$ cat config.mk
export PLATFORM = sky130hd
export DESIGN_NAME = grf_wb_arbiter_flat
export DESIGN_NICKNAME = d
export VERILOG_FILES = /design/src/rtl/grf_wb_arbiter_if.sv /design/src/rtl/grf_wb_arbiter.sv /design/src/flat_wrapper.sv
export SDC_FILE = /design/constraint.sdc
export NUM_CORES = 1
export LEC_CHECK = 0
export BUFFER_PORTS_ARGS = -buffer_cell sky130_fd_sc_hd__buf_2
export CORE_MARGIN = 5
export CORE_UTILIZATION = 55
export DETAILED_ROUTE_END_ITERATION = 8
export MAX_ROUTING_LAYER = met4
export PLACE_DENSITY = 0.86
export SYNTH_ARGS = -nofsm -noshare
export SYNTH_HDL_FRONTEND = slang
export SYNTH_SLANG_ARGS = --single-unit
$ cat constraint.sdc
create_clock -name clk -period 12.14 [get_ports clk]
set_input_delay 1.821 -clock clk [delete_from_list [all_inputs] [get_ports clk]]
set_output_delay 1.821 -clock clk [all_outputs]
set_load 0.02 [all_outputs]
$ cat src/rtl/grf_wb_arbiter_if.sv
// ----------------------------------------------------------------------------
// grf_wb_arbiter_if
// Bundles every signal between the register-file write-port arbiter and its
// neighbours: the W stage, the MDU result path, MDU issue, decode and the
// register file write port.
//   slave  : view used by the arbiter (requests in, grants/status out)
//   master : view used by the surrounding core or a testbench
// ----------------------------------------------------------------------------
interface grf_wb_arbiter_if;
    // W-stage write request
    logic        wb_we;
    logic [4:0]  wb_addr;
    logic [31:0] wb_data;
    logic [31:0] wb_pc8;
    logic        wb_hold;
    // MDU result path
    logic        md_valid;
    logic [4:0]  md_addr;
    logic [31:0] md_data;
    logic [31:0] md_pc8;
    logic        md_ready;
    // MDU issue and decode hazard query
    logic        iss_valid;
    logic [4:0]  iss_addr;
    logic [4:0]  rd_a1;
    logic [4:0]  rd_a2;
    logic [4:0]  rd_a3;
    logic        hazard_stall;
    logic [31:0] busy_vec;
    // Register file write port
    logic        grf_we;
    logic [4:0]  grf_a3;
    logic [31:0] grf_wd;
    logic [31:0] grf_pc8;

    modport slave (
        input  wb_we, wb_addr, wb_data, wb_pc8,
        input  md_valid, md_addr, md_data, md_pc8,
        input  iss_valid, iss_addr, rd_a1, rd_a2, rd_a3,
        output wb_hold, md_ready, hazard_stall, busy_vec,
        output grf_we, grf_a3, grf_wd, grf_pc8
    );

    modport master (
        output wb_we, wb_addr, wb_data, wb_pc8,
        output md_valid, md_addr, md_data, md_pc8,
        output iss_valid, iss_addr, rd_a1, rd_a2, rd_a3,
        input  wb_hold, md_ready, hazard_stall, busy_vec,
        input  grf_we, grf_a3, grf_wd, grf_pc8
    );
endinterface

$ cat src/rtl/grf_wb_arbiter.sv
// ----------------------------------------------------------------------------
// grf_wb_arbiter
// Shares the single register-file write port between the in-order W stage and
// out-of-band MDU results. MDU results are queued in a small FIFO; a starvation
// counter forces a FIFO write (holding the W stage) after STARVE_LIM lost
// arbitrations. A scoreboard tracks MDU destinations that have issued but not
// yet been written so decode can stall on RAW/WAW hazards.
// Ports:
//   clk    clock, rising edge
//   reset  asynchronous active-low reset
//   bus    grf_wb_arbiter_if.slave: W request/hold, MDU result/ready, MDU
//          issue, decode sources/destination, hazard_stall, busy_vec and the
//          register file write port (grf_we/grf_a3/grf_wd/grf_pc8)
// ----------------------------------------------------------------------------
module grf_wb_arbiter #(
    parameter int DEPTH      = 2,
    parameter int STARVE_LIM = 4
) (
    input  logic            clk,
    input  logic            reset,
    grf_wb_arbiter_if.slave bus
);
    localparam int AW = $clog2(DEPTH);
    localparam int SW = $clog2(STARVE_LIM + 1);
    localparam logic [AW:0]   FULL_CNT = (AW+1)'(DEPTH);
    localparam logic [SW-1:0] LIM      = SW'(STARVE_LIM);

    // FIFO storage carries data only; it is never reset.
    logic [4:0]    fifo_addr [DEPTH];
    logic [31:0]   fifo_data [DEPTH];
    logic [31:0]   fifo_pc8  [DEPTH];

    logic [AW-1:0] wr_ptr, rd_ptr;
    logic [AW:0]   count;
    logic [SW-1:0] starve_cnt;
    logic [31:0]   busy_q, busy_nxt;

    logic          empty, push, pop, hold, grant_w;
    logic [4:0]    head_addr;

    assign empty     = (count == '0);
    assign head_addr = fifo_addr[rd_ptr];

    // md_ready is low while reset is asserted and whenever full, even if a
    // pop happens in the same cycle.
    assign bus.md_ready = reset && (count != FULL_CNT);
    assign push         = bus.md_valid && bus.md_ready;

    // Arbitration: forced FIFO grant when starved, else W, else FIFO head.
    assign hold    = (starve_cnt == LIM) && !empty;
    assign grant_w = reset && !hold && bus.wb_we && (bus.wb_addr != 5'd0);
    assign pop     = !empty && !grant_w;

    assign bus.wb_hold = hold;

    always_comb begin
        bus.grf_we  = 1'b0;
        bus.grf_a3  = 5'd0;
        bus.grf_wd  = 32'd0;
        bus.grf_pc8 = 32'd0;
        if (grant_w) begin
            bus.grf_we  = 1'b1;
            bus.grf_a3  = bus.wb_addr;
            bus.grf_wd  = bus.wb_data;
            bus.grf_pc8 = bus.wb_pc8;
        end else if (pop) begin
            // Entries destined for $0 are drained without a write.
            bus.grf_we  = (head_addr != 5'd0);
            bus.grf_a3  = head_addr;
            bus.grf_wd  = fifo_data[rd_ptr];
            bus.grf_pc8 = fifo_pc8[rd_ptr];
        end
    end

    // Scoreboard next state: clear on pop, then set on issue so that a
    // same-cycle set and clear of one bit leaves it set.
    always_comb begin
        busy_nxt = busy_q;
        if (pop && head_addr != 5'd0) begin
            busy_nxt[head_addr] = 1'b0;
        end
        if (bus.iss_valid && bus.iss_addr != 5'd0) begin
            busy_nxt[bus.iss_addr] = 1'b1;
        end
    end

    assign bus.busy_vec     = busy_q;
    assign bus.hazard_stall = ((bus.rd_a1 != 5'd0) && busy_q[bus.rd_a1]) ||
                              ((bus.rd_a2 != 5'd0) && busy_q[bus.rd_a2]) ||
                              ((bus.rd_a3 != 5'd0) && busy_q[bus.rd_a3]);

    // ---- control state: pointers, occupancy, starvation, scoreboard ----
    always_ff @(posedge clk or negedge reset) begin
        if (!reset) begin
            wr_ptr     <= '0;
            rd_ptr     <= '0;
            count      <= '0;
            starve_cnt <= '0;
            busy_q     <= '0;
        end else begin
            if (push) wr_ptr <= wr_ptr + 1'b1;
            if (pop)  rd_ptr <= rd_ptr + 1'b1;
            case ({push, pop})
                2'b10:   count <= count + 1'b1;
                2'b01:   count <= count - 1'b1;
                default: count <= count;
            endcase
            if (empty || pop) begin
                starve_cnt <= '0;
            end else if (starve_cnt != LIM) begin
                starve_cnt <= starve_cnt + 1'b1;
            end
            busy_q <= busy_nxt;
        end
    end

    // ---- FIFO data write ----
    always_ff @(posedge clk) begin
        if (push) begin
            fifo_addr[wr_ptr] <= bus.md_addr;
            fifo_data[wr_ptr] <= bus.md_data;
            fifo_pc8[wr_ptr]  <= bus.md_pc8;
        end
    end
endmodule
$ cat src/flat_wrapper.sv
// flat-port wrapper written by rule: the top's interface ports become plain ports
module grf_wb_arbiter_flat 
#(
    parameter int DEPTH      = 2,
    parameter int STARVE_LIM = 4
)
  (clk, reset, bus_wb_we, bus_wb_addr, bus_wb_data, bus_wb_pc8, bus_md_valid, bus_md_addr, bus_md_data, bus_md_pc8, bus_iss_valid, bus_iss_addr, bus_rd_a1, bus_rd_a2, bus_rd_a3, bus_wb_hold, bus_md_ready, bus_hazard_stall, bus_busy_vec, bus_grf_we, bus_grf_a3, bus_grf_wd, bus_grf_pc8);
  grf_wb_arbiter_if bus_i ();
  input  logic clk;
  input  logic reset;
  input wire logic [$bits(bus_i.wb_we)-1:0] bus_wb_we;
  input wire logic [$bits(bus_i.wb_addr)-1:0] bus_wb_addr;
  input wire logic [$bits(bus_i.wb_data)-1:0] bus_wb_data;
  input wire logic [$bits(bus_i.wb_pc8)-1:0] bus_wb_pc8;
  input wire logic [$bits(bus_i.md_valid)-1:0] bus_md_valid;
  input wire logic [$bits(bus_i.md_addr)-1:0] bus_md_addr;
  input wire logic [$bits(bus_i.md_data)-1:0] bus_md_data;
  input wire logic [$bits(bus_i.md_pc8)-1:0] bus_md_pc8;
  input wire logic [$bits(bus_i.iss_valid)-1:0] bus_iss_valid;
  input wire logic [$bits(bus_i.iss_addr)-1:0] bus_iss_addr;
  input wire logic [$bits(bus_i.rd_a1)-1:0] bus_rd_a1;
  input wire logic [$bits(bus_i.rd_a2)-1:0] bus_rd_a2;
  input wire logic [$bits(bus_i.rd_a3)-1:0] bus_rd_a3;
  output wire logic [$bits(bus_i.wb_hold)-1:0] bus_wb_hold;
  output wire logic [$bits(bus_i.md_ready)-1:0] bus_md_ready;
  output wire logic [$bits(bus_i.hazard_stall)-1:0] bus_hazard_stall;
  output wire logic [$bits(bus_i.busy_vec)-1:0] bus_busy_vec;
  output wire logic [$bits(bus_i.grf_we)-1:0] bus_grf_we;
  output wire logic [$bits(bus_i.grf_a3)-1:0] bus_grf_a3;
  output wire logic [$bits(bus_i.grf_wd)-1:0] bus_grf_wd;
  output wire logic [$bits(bus_i.grf_pc8)-1:0] bus_grf_pc8;
  assign bus_i.wb_we = bus_wb_we;
  assign bus_i.wb_addr = bus_wb_addr;
  assign bus_i.wb_data = bus_wb_data;
  assign bus_i.wb_pc8 = bus_wb_pc8;
  assign bus_i.md_valid = bus_md_valid;
  assign bus_i.md_addr = bus_md_addr;
  assign bus_i.md_data = bus_md_data;
  assign bus_i.md_pc8 = bus_md_pc8;
  assign bus_i.iss_valid = bus_iss_valid;
  assign bus_i.iss_addr = bus_iss_addr;
  assign bus_i.rd_a1 = bus_rd_a1;
  assign bus_i.rd_a2 = bus_rd_a2;
  assign bus_i.rd_a3 = bus_rd_a3;
  assign bus_wb_hold = bus_i.wb_hold;
  assign bus_md_ready = bus_i.md_ready;
  assign bus_hazard_stall = bus_i.hazard_stall;
  assign bus_busy_vec = bus_i.busy_vec;
  assign bus_grf_we = bus_i.grf_we;
  assign bus_grf_a3 = bus_i.grf_a3;
  assign bus_grf_wd = bus_i.grf_wd;
  assign bus_grf_pc8 = bus_i.grf_pc8;
  grf_wb_arbiter #(.DEPTH(DEPTH), .STARVE_LIM(STARVE_LIM)) u_core (.clk(clk), .reset(reset), .bus(bus_i));
endmodule
==> results of run 1 <==
## where the power goes
group / switching [mW] / internal, mW
sequential: 0.112 / 0.781
combinational: 0.552 / 0.348
clock: 0.211 / 0.341
## cell usage after synthesis, types with 2 or more instances
| master | instances |
|---|---|
| mux2_2 | 5 |
| nand3b_1 | 8 |
| nand2_1 | 79 |
| mux4_2 | 21 |
| or3_1 | 2 |
| nor2_1 | 8 |
| nand3_1 | 6 |
| nor2b_1 | 3 |
| edfxtp_1 | 138 |
| inv_1 | 5 |
| o31ai_1 | 66 |
| o21ai_1 | 16 |
| xnor2_1 | 4 |
| buf_1 | 7 |
| or3b_2 | 3 |
| nand4_1 | 4 |
| nor3b_1 | 5 |
| buf_6 | 2 |
| and3_1 | 3 |
| nor4_1 | 2 |
| ha_1 | 3 |
| mux2i_1 | 78 |
| o21ai_0 | 51 |
| dfrtp_1 | 39 |
| a21oi_1 | 2 |
| nor3_1 | 4 |
| clkbuf_1 | 32 |
## how the worst max path moves through the flow
stage	endpoint	startpoint	cells after the start	slack (ns)
after global routing	bus_grf_pc8[16]	reset	6	5.58
final	bus_grf_pc8[4]	reset	6	5.86
after detailed placement	bus_grf_wd[0]	reset	6	5.86
after global placement	bus_grf_wd[0]	reset	6	5.96
after floorplan	u_core.fifo_addr[0][0]	reset	3	6.07
after CTS	bus_grf_wd[0]	reset	6	5.84
## routing by layer
| metal | GRT usage | up-vias | part of all wire |
|---|---|---|---|
| li1 | - | 2899 | - |
| met1 | 0.288 | 3077 | 0.38 |
| met2 | 0.411 | 328 | 0.52 |
| met3 | 0.0623 | 31 | 0.087 |
| met4 | 0.0889 | 0 | 0.019 |
| met5 | - | - | 0 |
## cell type report
cell class	count	share of cell area
multi-input combinational	391	0.289
clock buffer	19	0.0419
antenna	3	0.000726
timing repair buffer	272	0.133
sequential	177	0.495
tap	184	0.0223
inverter	5	0.00181
clock inverter	12	0.0160
## logic make-up after synthesis
group | after synthesis
fa+ha+maj | 3
buf+inv | 47
xor+xnor | 5
simple gates | 133
flops | 177
mux | 104
compound gates | 146
## stage by stage
stage               area, sq um  worst slack, ns
CTS                       10300             5.84
floorplan                  8280             6.07
global route              10300             5.58
global placement           9740             5.96
detailed placement         9740             5.86
finish                    10300             5.86
## cell usage in the layout, fill, tap and decap left out, types with 2 or more instances in the layout
cell	instances
a21oi_1	2
and3_1	2
buf_2	267
buf_4	5
bufinv_16	4
clkbuf_1	2
clkbuf_16	17
clkinv_1	3
clkinv_2	2
clkinvlp_4	2
dfrtp_1	38
diode_2	3
edfxtp_1	138
ha_1	3
inv_1	5
mux2_2	5
mux2i_1	78
mux4_2	21
nand2_1	79
nand3_1	6
nand3b_1	8
nand4_1	4
nor2_1	6
nor2_4	2
nor2b_1	3
nor3_1	4
nor3b_1	5
nor4_1	2
o21ai_0	51
o21ai_1	16
o31ai_1	66
or3_1	2
or3b_2	3
xnor2_1	4
## sequential cells by signal (all words and copies together) (netlist names)
signal and count:
u_core.fifo_pc8 64, u_core.rd_ptr 1, u_core.fifo_data 64, u_core.fifo_addr 10
u_core.count 2, u_core.starve_cnt 3, u_core.wr_ptr 1, u_core.bus.busy_vec 32
==> impl_metrics.csv, run 1 <==
group,metric,value,unit
critical_path,worstRegToRegCells,6,
timing,finalHoldViolCount,0,
detailed_routing,vias_per_cell,5.96,
critical_path,arrival,4.46,ns
critical_path,reg2reg_from,"u_core.rd_ptr",
logic_synthesis,synth_top_flop_cell,"edfxtp_1",
clock_network,path_clk_slew,0.06,ns
cells_and_area,final_core_util,0.706,
detailed_routing,dr.pass1.iters,5,
die,ioPinCount,268,
critical_path,crit_path_cell_trace,"buf_2, o2111a_4, buf_4, nand2_1, o31ai_1, buf_2",
timing,relSlewSlack,0.312,
die,die-area,0.0176,sq mm
critical_path,cpMostUsedCell,"buf_2",
critical_path,crit_fanout,108,
clock_network,clock_latency,0.41,ns
cells_and_area,layout-drive-gt1-share,0.381,
power_and_ir_drop,power.density,227,mW/mm^2
logic_synthesis,yosysTopAreaCellShare,0.501,
clock_network,htree_num_levels,4,
power_and_ir_drop,p_leak,4.25,nW
power_and_ir_drop,power.total,2.35,mW
logic_synthesis,synth.area.mux_share,0.158,
global_routing,antenna_found_initial,3,
logic_synthesis,syn_avg_cell_area,13.5,sq um
detailed_routing,vias,6335,
timing,max_freq,0.159,GHz
logic_synthesis,async_flop_share,0.220,
clock_network,clock_path_buffers,2,
critical_path,path_class,"in -> out",
critical_path,path_buf_inv,3,
cells_and_area,area_growth,24.9,%
detailed_routing,drc_errors,0,
critical_path,start_kind,"primary input",
timing,period_needed,6.28,ns
cells_and_area,nets,1030,
logic_synthesis,ys_seq_elements,177,
detailed_routing,wl,21.3,mm
global_routing,grt_max_degree,109,
job,maxCapViolCount,0,
logic_synthesis,yosys_warnings,0,
die,die_h,133,um
logic_synthesis,ys_seq_area_frac,0.619,
min_path,hold-path-cell-count,0,
logic_synthesis,synth_area_leader_cell,"edfxtp_1",
timing,whs,0.411,ns
detailed_routing,drt-wirelength-per-cell,20.1,um
clock_network,hold_buffers,0,
logic_synthesis,synthTopCellsByArea,"edfxtp_1 (50%), dfrtp_1 (12%), mux2i_1 (9.4%)",
logic_synthesis,synth_fa_ha_area_frac,0.00453,
logic_synthesis,synth.distinct_cells,46,
status,status,"finished clean",
clock_network,cts_root_buffer,"clkbuf_16",
critical_path,worst_ep_required_time,10.32,ns
logic_synthesis,synth_compound_area_frac,0.113,
timing,slew_viol_final,0,
placement,place_congestion,0.895,
min_path,hold_start,"u_core.bus.busy_vec[0]",
die,rows,44,
clock_network,cts_tree,"built",
cells_and_area,multi_input_area,0.00299,sq mm
timing,post-route-period-util,0.517,
critical_path,cpPeakStageDelay,0.80,ns
global_routing,overflow,0,
critical_path,reg2reg_slack,9.18,ns
logic_synthesis,synth_area,0.00828,sq mm
clock_network,numCtsBuffers,17,
cells_and_area,nFillCells,988,
clock_network,post_cts_buffers,0,
placement,io_buffers,267,
power_and_ir_drop,vdd_drop_max,0.127,mV
logic_synthesis,synth_top_family_by_area,"multiplexers",
logic_synthesis,yosys.area_share.xor_xnor,0.00529,
placement,dp_hpwl,15.4,mm
logic_synthesis,synth_nets,781,
logic_synthesis,yosys.area_share.simple,0.0769,
critical_path,r2r-end,"u_core.bus.busy_vec[8]",
clock_network,cts.sinks,177,
die,initial_core_util,0.565,
logic_synthesis,synth_edf_count,138,
min_path,worstHoldPathType,"reg -> reg",
global_routing,grt_pass1_wl,32.8,mm
min_path,hold_path_end,"u_core.bus.busy_vec[0]",
clock_network,cts_resized,0,
critical_path,critPathSlowestCell,"buf_4",
cells_and_area,stdcell_count,1063,
timing,rsz0062_at_grt,"false",
die,die_x,133,um
logic_synthesis,synth_cells,615,
detailed_routing,ant_nets,0,
global_routing,grtUsageTotal,0.245,
timing,tns,0,ns
global_routing,grt_pass1_vias,6337,
timing,worstMarginPinSlew,1.03,ns
die,core-area,0.0146,sq mm
timing,finClkSkew,0.00644,ns
critical_path,crit_path_end_kind,"output port",
critical_path,path_delay_family,"buffers and inverters",
cells_and_area,regArea,0.00512,sq mm
timing,setup_violations,0,
detailed_routing,drt_iter0_markers,545,
placement,place_inst,1029,
No activity file was read; power rests on OpenSTA's default activity.
==> run 2: changes to the inputs <==
--- a/config.mk
+++ b/config.mk
@@ -7,10 +7,10 @@
 export LEC_CHECK = 0
 export BUFFER_PORTS_ARGS = -buffer_cell sky130_fd_sc_hd__buf_2
 export CORE_MARGIN = 5
-export CORE_UTILIZATION = 55
+export CORE_UTILIZATION = 46
 export DETAILED_ROUTE_END_ITERATION = 8
 export MAX_ROUTING_LAYER = met4
-export PLACE_DENSITY = 0.86
+export PLACE_DENSITY = 0.76
 export SYNTH_ARGS = -nofsm -noshare
 export SYNTH_HDL_FRONTEND = slang
 export SYNTH_SLANG_ARGS = --single-unit
==> constraint.sdc (replaced) <==
create_clock -name clk -period 5.6 [get_ports clk]
set_input_delay 0.84 -clock clk [delete_from_list [all_inputs] [get_ports clk]]
set_output_delay 0.84 -clock clk [all_outputs]
set_load 0.02 [all_outputs]
==> run 2 against run 1 <==
Total power up 110%. First-iteration DRC count up 0.73%. Sequential cell count unchanged. Worst hold slack better by 0.016 ns. Die area up 18%. Global-route usage down 3.1 points. Sequential power up 120%. Setup slack worse by 4.2 ns. Sequential share of layout area down 0.42 points. Combinational power up 110%. Critical path depth up 1. Utilization down 12 points. Largest cell class unchanged.
==> impl_metrics.csv, run 2 (synthesized netlist as in run 1, its figures left out) <==
group,metric,value,unit
power_and_ir_drop,power.density,483,mW/mm^2
critical_path,critPathLaunch,"reset",
min_path,worstHoldPathType,"reg -> reg",
global_routing,grt_pass1_wl,33.0,mm
timing,rsz0062_at_grt,"false",
cells_and_area,layout-drive-gt1-share,0.391,
die,die-area,0.0208,sq mm
critical_path,crit_path_end_kind,"output port",
clock_network,cts_resized,0,
timing,relSlewSlack,0.387,
clock_network,path_clk_slew,0.07,ns
clock_network,clock_latency,0.43,ns
detailed_routing,vias_per_cell,5.61,
cells_and_area,nets,1036,
die,die_x,144,um
clock_network,cts.sinks,177,
placement,place_congestion,0.932,
critical_path,start_kind,"primary input",
critical_path,path_class,"in -> out",
global_routing,grt_pass1_vias,6251,
placement,dp_hpwl,15.9,mm
power_and_ir_drop,p_leak,4.27,nW
timing,setup_violations,0,
die,core-area,0.0178,sq mm
clock_network,cts_tree,"built",
timing,max_freq,0.255,GHz
die,initial_core_util,0.464,
cells_and_area,final_core_util,0.585,
cells_and_area,layout_common_cells,"buf_2 (267), edfxtp_1 (138), nand2_1 (79)",
timing,tns,0,ns
placement,io_buffers,267,
die,rows,49,
cells_and_area,final_common_cell,"buf_2",
detailed_routing,wl,21.6,mm
detailed_routing,ant_nets,0,
cells_and_area,area_growth,26.0,%
global_routing,antenna_found_initial,8,
min_path,hold_start,"u_core.bus.busy_vec[0]",
timing,worstMarginPinSlew,0.920,ns
critical_path,crit_fanout,91,
clock_network,cts_root_buffer,"clkbuf_16",
detailed_routing,drc_errors,0,
timing,finClkSkew,0.00702,ns
clock_network,numCtsBuffers,17,
timing,period_needed,3.92,ns
timing,finalHoldViolCount,0,
job,maxCapViolCount,0,
timing,post-route-period-util,0.700,
clock_network,htree_num_levels,4,
detailed_routing,vias,6282,
status,status,"finished clean",
clock_network,clock_path_buffers,2,
power_and_ir_drop,vdd_drop_max,0.243,mV
detailed_routing,drt_iter0_markers,549,
clock_network,post_cts_buffers,0,
detailed_routing,drt-wirelength-per-cell,19.3,um
detailed_routing,dr.pass1.iters,5,
critical_path,worst_ep_required_time,4.76,ns
clock_network,hold_buffers,0,
critical_path,reg2reg_from,"u_core.starve_cnt[0]",
die,die_h,144,um
global_routing,grtUsageTotal,0.214,
critical_path,reg2reg_slack,2.83,ns
critical_path,arrival,3.08,ns
global_routing,overflow,0,
global_routing,grt_max_degree,92,
timing,slew_viol_final,0,
die,ioPinCount,268,
==> run 2: cell types whose count changed in the layout (fill, tap and decap cells not counted), sizes merged <==
cell      delta
clkinvlp     +1
clkbuf       -2
buf          +6
inv          +6
diode        +5
bufinv       -4
==> run 2: report_power, final <==
part           leakage (nW)  internal, mW  switching, mW
combinational          2.26         0.767           1.15
clock                 0.271         0.591          0.544
sequential             1.74          1.69          0.295
==> run 2: routing by layer <==
| layer | up-vias | routed length (um) | global-route usage | share of wire |
|---|---|---|---|---|
| met5 | - | 0 | - | 0 |
| met4 | 0 | 453 | 0.0697 | 0.021 |
| met3 | 32 | 1950 | 0.0589 | 0.090 |
| met2 | 303 | 10800 | 0.354 | 0.50 |
| met1 | 3022 | 8460 | 0.256 | 0.39 |
| li1 | 2925 | - | - | - |
==> run 2: final timing paths <==
path,to,depth (start not counted)
max in group asynchronous,u_core.rd_ptr,2
min in group asynchronous,u_core.bus.busy_vec[0],2
worst max register to register,u_core.bus.busy_vec[14],8
worst max-delay path,bus_grf_pc8[3],7
worst min register to register,u_core.bus.busy_vec[0],0
worst min-delay path,u_core.bus.busy_vec[0],0
==> run 2: critical path, stage by stage <==
cell and delay (ns):
buf_2 0.08, buf_4 0.42, o2111a_4 0.87, buf_4 0.38, nand2_1 0.09, o31ai_1 0.06, buf_2 0.22
==> run 2: stage by stage <==
| stage | hold slack [ns] | cells | power (mW) | worst slack [ns] | area, sq um |
|---|---|---|---|---|---|
| finish | 0.427 | 1120 | 5.04 | 1.68 | 10400 |
| global route | 0.453 | 1120 | 5.30 | 1.43 | 10400 |
| CTS | 0.434 | 1112 | 5.08 | 1.66 | 10400 |
| detailed placement | 0.418 | 1080 | 3.94 | 1.66 | 9840 |
| global placement | 0.418 | 1080 | 3.90 | 1.76 | 9840 |
| floorplan | 0.443 | 615 | 3.23 | 0.511 | 8280 |
==> run 2: area by class of cell <==
type / instances / area (sq um)
Sequential cell: 177 / 5120
Inverter: 5 / 18.8
Tap cell: 229 / 287
Clock inverter: 15 / 148
Fill cell: 1463 / 7410
Antenna cell: 8 / 20.0
Timing Repair Buffer: 278 / 1420
Clock buffer: 17 / 425
Multi-Input combinational cell: 391 / 2990
==> run 3: changes to the inputs <==
--- a/config.mk
+++ b/config.mk
@@ -5,12 +5,13 @@
 export SDC_FILE = /design/constraint.sdc
 export NUM_CORES = 1
 export LEC_CHECK = 0
+export ABC_AREA = 1
 export BUFFER_PORTS_ARGS = -buffer_cell sky130_fd_sc_hd__buf_2
 export CORE_MARGIN = 5
-export CORE_UTILIZATION = 46
+export CORE_UTILIZATION = 47
 export DETAILED_ROUTE_END_ITERATION = 8
 export MAX_ROUTING_LAYER = met4
-export PLACE_DENSITY = 0.76
+export PLACE_DENSITY = 0.77
 export SYNTH_ARGS = -nofsm -noshare
 export SYNTH_HDL_FRONTEND = slang
 export SYNTH_SLANG_ARGS = --single-unit
==> constraint.sdc (replaced) <==
create_clock -name clk -period 3.3 [get_ports clk]
set_input_delay 0.495 -clock clk [delete_from_list [all_inputs] [get_ports clk]]
set_output_delay 0.495 -clock clk [all_outputs]
set_load 0.02 [all_outputs]
==> run 3 against run 2 <==
Register-to-register slack worse by 1.9 ns. First-iteration DRC count increased by 1.6%. Clock power up 72%. Largest power group is now combinational logic. Synthesized cell count is 52% higher. Via count is 23% higher. Critical path type is now reg -> out. Worst hold slack lost 0.27 ns. Final cell count is 29% higher. Combinational power increased by 100%.
==> impl_metrics.csv, run 3 <==
group,metric,value,unit
global_routing,antenna_found_initial,8,
die,die_h,146,um
power_and_ir_drop,p_seq_frac,0.352,
timing,finClkSkew,0.0204,ns
logic_synthesis,async_flop_share,0.220,
detailed_routing,drt-wirelength-per-cell,17.4,um
critical_path,worst_ep_required_time,2.80,ns
clock_network,htree_num_levels,4,
power_and_ir_drop,clockPowerShare,0.216,
die,die_x,146,um
job,maxCapViolCount,0,
power_and_ir_drop,power.density,837,mW/mm^2
timing,whs,0.155,ns
critical_path,worstRegToRegCells,12,
clock_network,cts_root_buffer,"clkbuf_16",
global_routing,grtUsageTotal,0.239,
die,core-area,0.0181,sq mm
placement,place_congestion,0.998,
min_path,worstHoldPathType,"in -> async",
cells_and_area,stdcell_count,1443,
critical_path,arrival,2.47,ns
power_and_ir_drop,vdd_drop_max,0.427,mV
detailed_routing,ant_nets,0,
timing,slew_viol_final,0,
logic_synthesis,synth_edf_count,138,
cells_and_area,layout-drive-gt1-share,0.274,
logic_synthesis,synth_area,0.00874,sq mm
logic_synthesis,synth_fa_ha_area_frac,0.00429,
clock_network,numCtsBuffers,17,
detailed_routing,vias_per_cell,5.34,
clock_network,cts_tree,"built",
logic_synthesis,synth_top_flop_cell,"edfxtp_1",
placement,io_buffers,267,
timing,post-route-period-util,0.898,
timing,worstMarginPinSlew,0.999,ns
logic_synthesis,yosys.area_share.simple,0.218,
logic_synthesis,synth_top_family_by_area,"simple AND/OR/NAND/NOR gates",
logic_synthesis,synth_cells,937,
global_routing,overflow,0,
logic_synthesis,synth_common_cells,"nand2_1 (322), edfxtp_1 (138), nand3_1 (72)",
detailed_routing,drc_errors,0,
critical_path,reg2reg_from,"u_core.starve_cnt[0]",
logic_synthesis,synth_area_leader_cell,"edfxtp_1",
power_and_ir_drop,p_comb_frac,0.432,
cells_and_area,layout_common_cells,"nand2_1 (322), buf_2 (267), edfxtp_1 (138)",
cells_and_area,final_common_cell,"nand2_1",
status,status,"finished clean",
power_and_ir_drop,power.total,9.09,mW
critical_path,r2r-end,"u_core.count[1]",
global_routing,grt_max_degree,70,
clock_network,path_clk_slew,0.08,ns
logic_synthesis,synth_nets,1103,
die,initial_core_util,0.482,
logic_synthesis,yosysMostFrequentCell,"nand2_1",
clock_network,cts.sinks,177,
timing,period_needed,2.96,ns
detailed_routing,vias,7710,
logic_synthesis,yosysTopAreaCellShare,0.474,
detailed_routing,dr.pass1.iters,6,
critical_path,start_kind,"flip-flop",
logic_synthesis,synthTopCellsByArea,"edfxtp_1 (47%), nand2_1 (14%), dfrtp_1 (11%)",
power_and_ir_drop,p_int,5.15,mW
timing,setup_violations,0,
timing,rsz0062_at_grt,"false",
die,ioPinCount,268,
clock_network,clock_latency,0.42,ns
timing,max_freq,0.337,GHz
power_and_ir_drop,swShare,0.434,
logic_synthesis,synth_compound_area_frac,0.123,
global_routing,grt_pass1_wl,39.6,mm
logic_synthesis,ys_seq_area_frac,0.586,
die,die-area,0.0214,sq mm
clock_network,post_cts_buffers,0,
logic_synthesis,yosys.area_share.xor_xnor,0.00501,
logic_synthesis,yosys_warnings,0,
logic_synthesis,synth.distinct_cells,33,
logic_synthesis,ys_seq_elements,177,
logic_synthesis,synth.area.mux_share,0.00258,
power_and_ir_drop,p_leak,5.18,nW
power_and_ir_drop,power.switching,3.94,mW
placement,place_inst,1402,
cells_and_area,area_growth,24.2,%
timing,finalHoldViolCount,0,
critical_path,crit_fanout,23,
clock_network,clock_path_buffers,2,
clock_network,hold_buffers,0,
placement,placed_cell_area,0.0102,sq mm
cells_and_area,finalInstanceArea,0.0109,sq mm
critical_path,reg2reg_slack,0.93,ns
die,rows,49,
logic_synthesis,syn_avg_cell_area,9.33,sq um
cells_and_area,nets,1358,
detailed_routing,drt_iter0_markers,558,
critical_path,path_class,"reg -> out",
placement,dp_hpwl,18.7,mm
global_routing,grt_pass1_vias,7576,
timing,relSlewSlack,0.329,
clock_network,cts_resized,0,
detailed_routing,wl,25.1,mm
critical_path,crit_path_end_kind,"output port",
run 3: power by group through the flow:
stage	sequential, mW	combinational [mW]	clock (mW)
after floorplan	3.33	2.49	0
after global placement	3.23	3.87	0
after detailed placement	3.24	3.93	0
after CTS	3.19	3.94	1.99
after global routing	3.25	4.32	2.07
final	3.20	3.92	1.96
run 3: kinds of logic (layout without fill, tap and decap cells):
family / after synthesis / in the layout
AND/OR/NAND/NOR: 457 / 457
other: 0 / 9
adder cells (fa/ha/maj): 3 / 3
AO/OA/AOI/OAI: 177 / 177
buffers and inverters: 117 / 385
flip-flops: 177 / 177
multiplexers: 1 / 1
XOR/XNOR: 5 / 5
run 3: worst max-delay path by stage:
stage	start	to	depth (start not counted)
after global routing	u_core.starve_cnt[0]	bus_grf_wd[12]	11
final	u_core.starve_cnt[0]	bus_grf_wd[17]	11
after floorplan	reset	u_core.fifo_addr[0][0]	3
after CTS	u_core.starve_cnt[0]	bus_grf_wd[10]	11
after detailed placement	u_core.starve_cnt[0]	bus_grf_wd[17]	11
after global placement	bus_rd_a1[0]	bus_hazard_stall	12
run 3: metrics by stage:
step	util	setup TNS, ns	worst slack, ns
floorplan	-	-42.66	-0.309
detailed placement	0.565	0	0.769
global placement	0.565	0	0.779
finish	0.598	0	0.336
global route	0.598	0	0.129
CTS	0.597	0	0.301
run 3: cell type report:
class                           count  area [sq um]
Tap cell                          229           287
Antenna cell                        9          22.5
Multi-Input combinational cell    643          3100
Fill cell                        1520          7290
Clock buffer                       17           425
Clock inverter                     15           156
Sequential cell                   177          5120
Timing Repair Buffer              280          1470
Inverter                           73           274
run 3: worst max-delay path, stage by stage, from the launching register on:
cell     delay, ns
dfrtp_1       0.38
inv_1         0.05
ha_1          0.19
nand2_1       0.11
nor2_4        0.06
nor2_4        0.13
nand2_4       0.10
nand2_4       0.28
buf_4         0.31
a21oi_1       0.11
a21o_1        0.16
buf_2         0.15
run 3: layer usage:
| layer | track usage | vias up | share of wire |
|---|---|---|---|
| met5 | - | - | 0 |
| met4 | 0.0602 | 0 | 0.012 |
| met3 | 0.0564 | 20 | 0.089 |
| met2 | 0.400 | 378 | 0.50 |
| met1 | 0.294 | 3626 | 0.40 |
| li1 | - | 3686 | - |
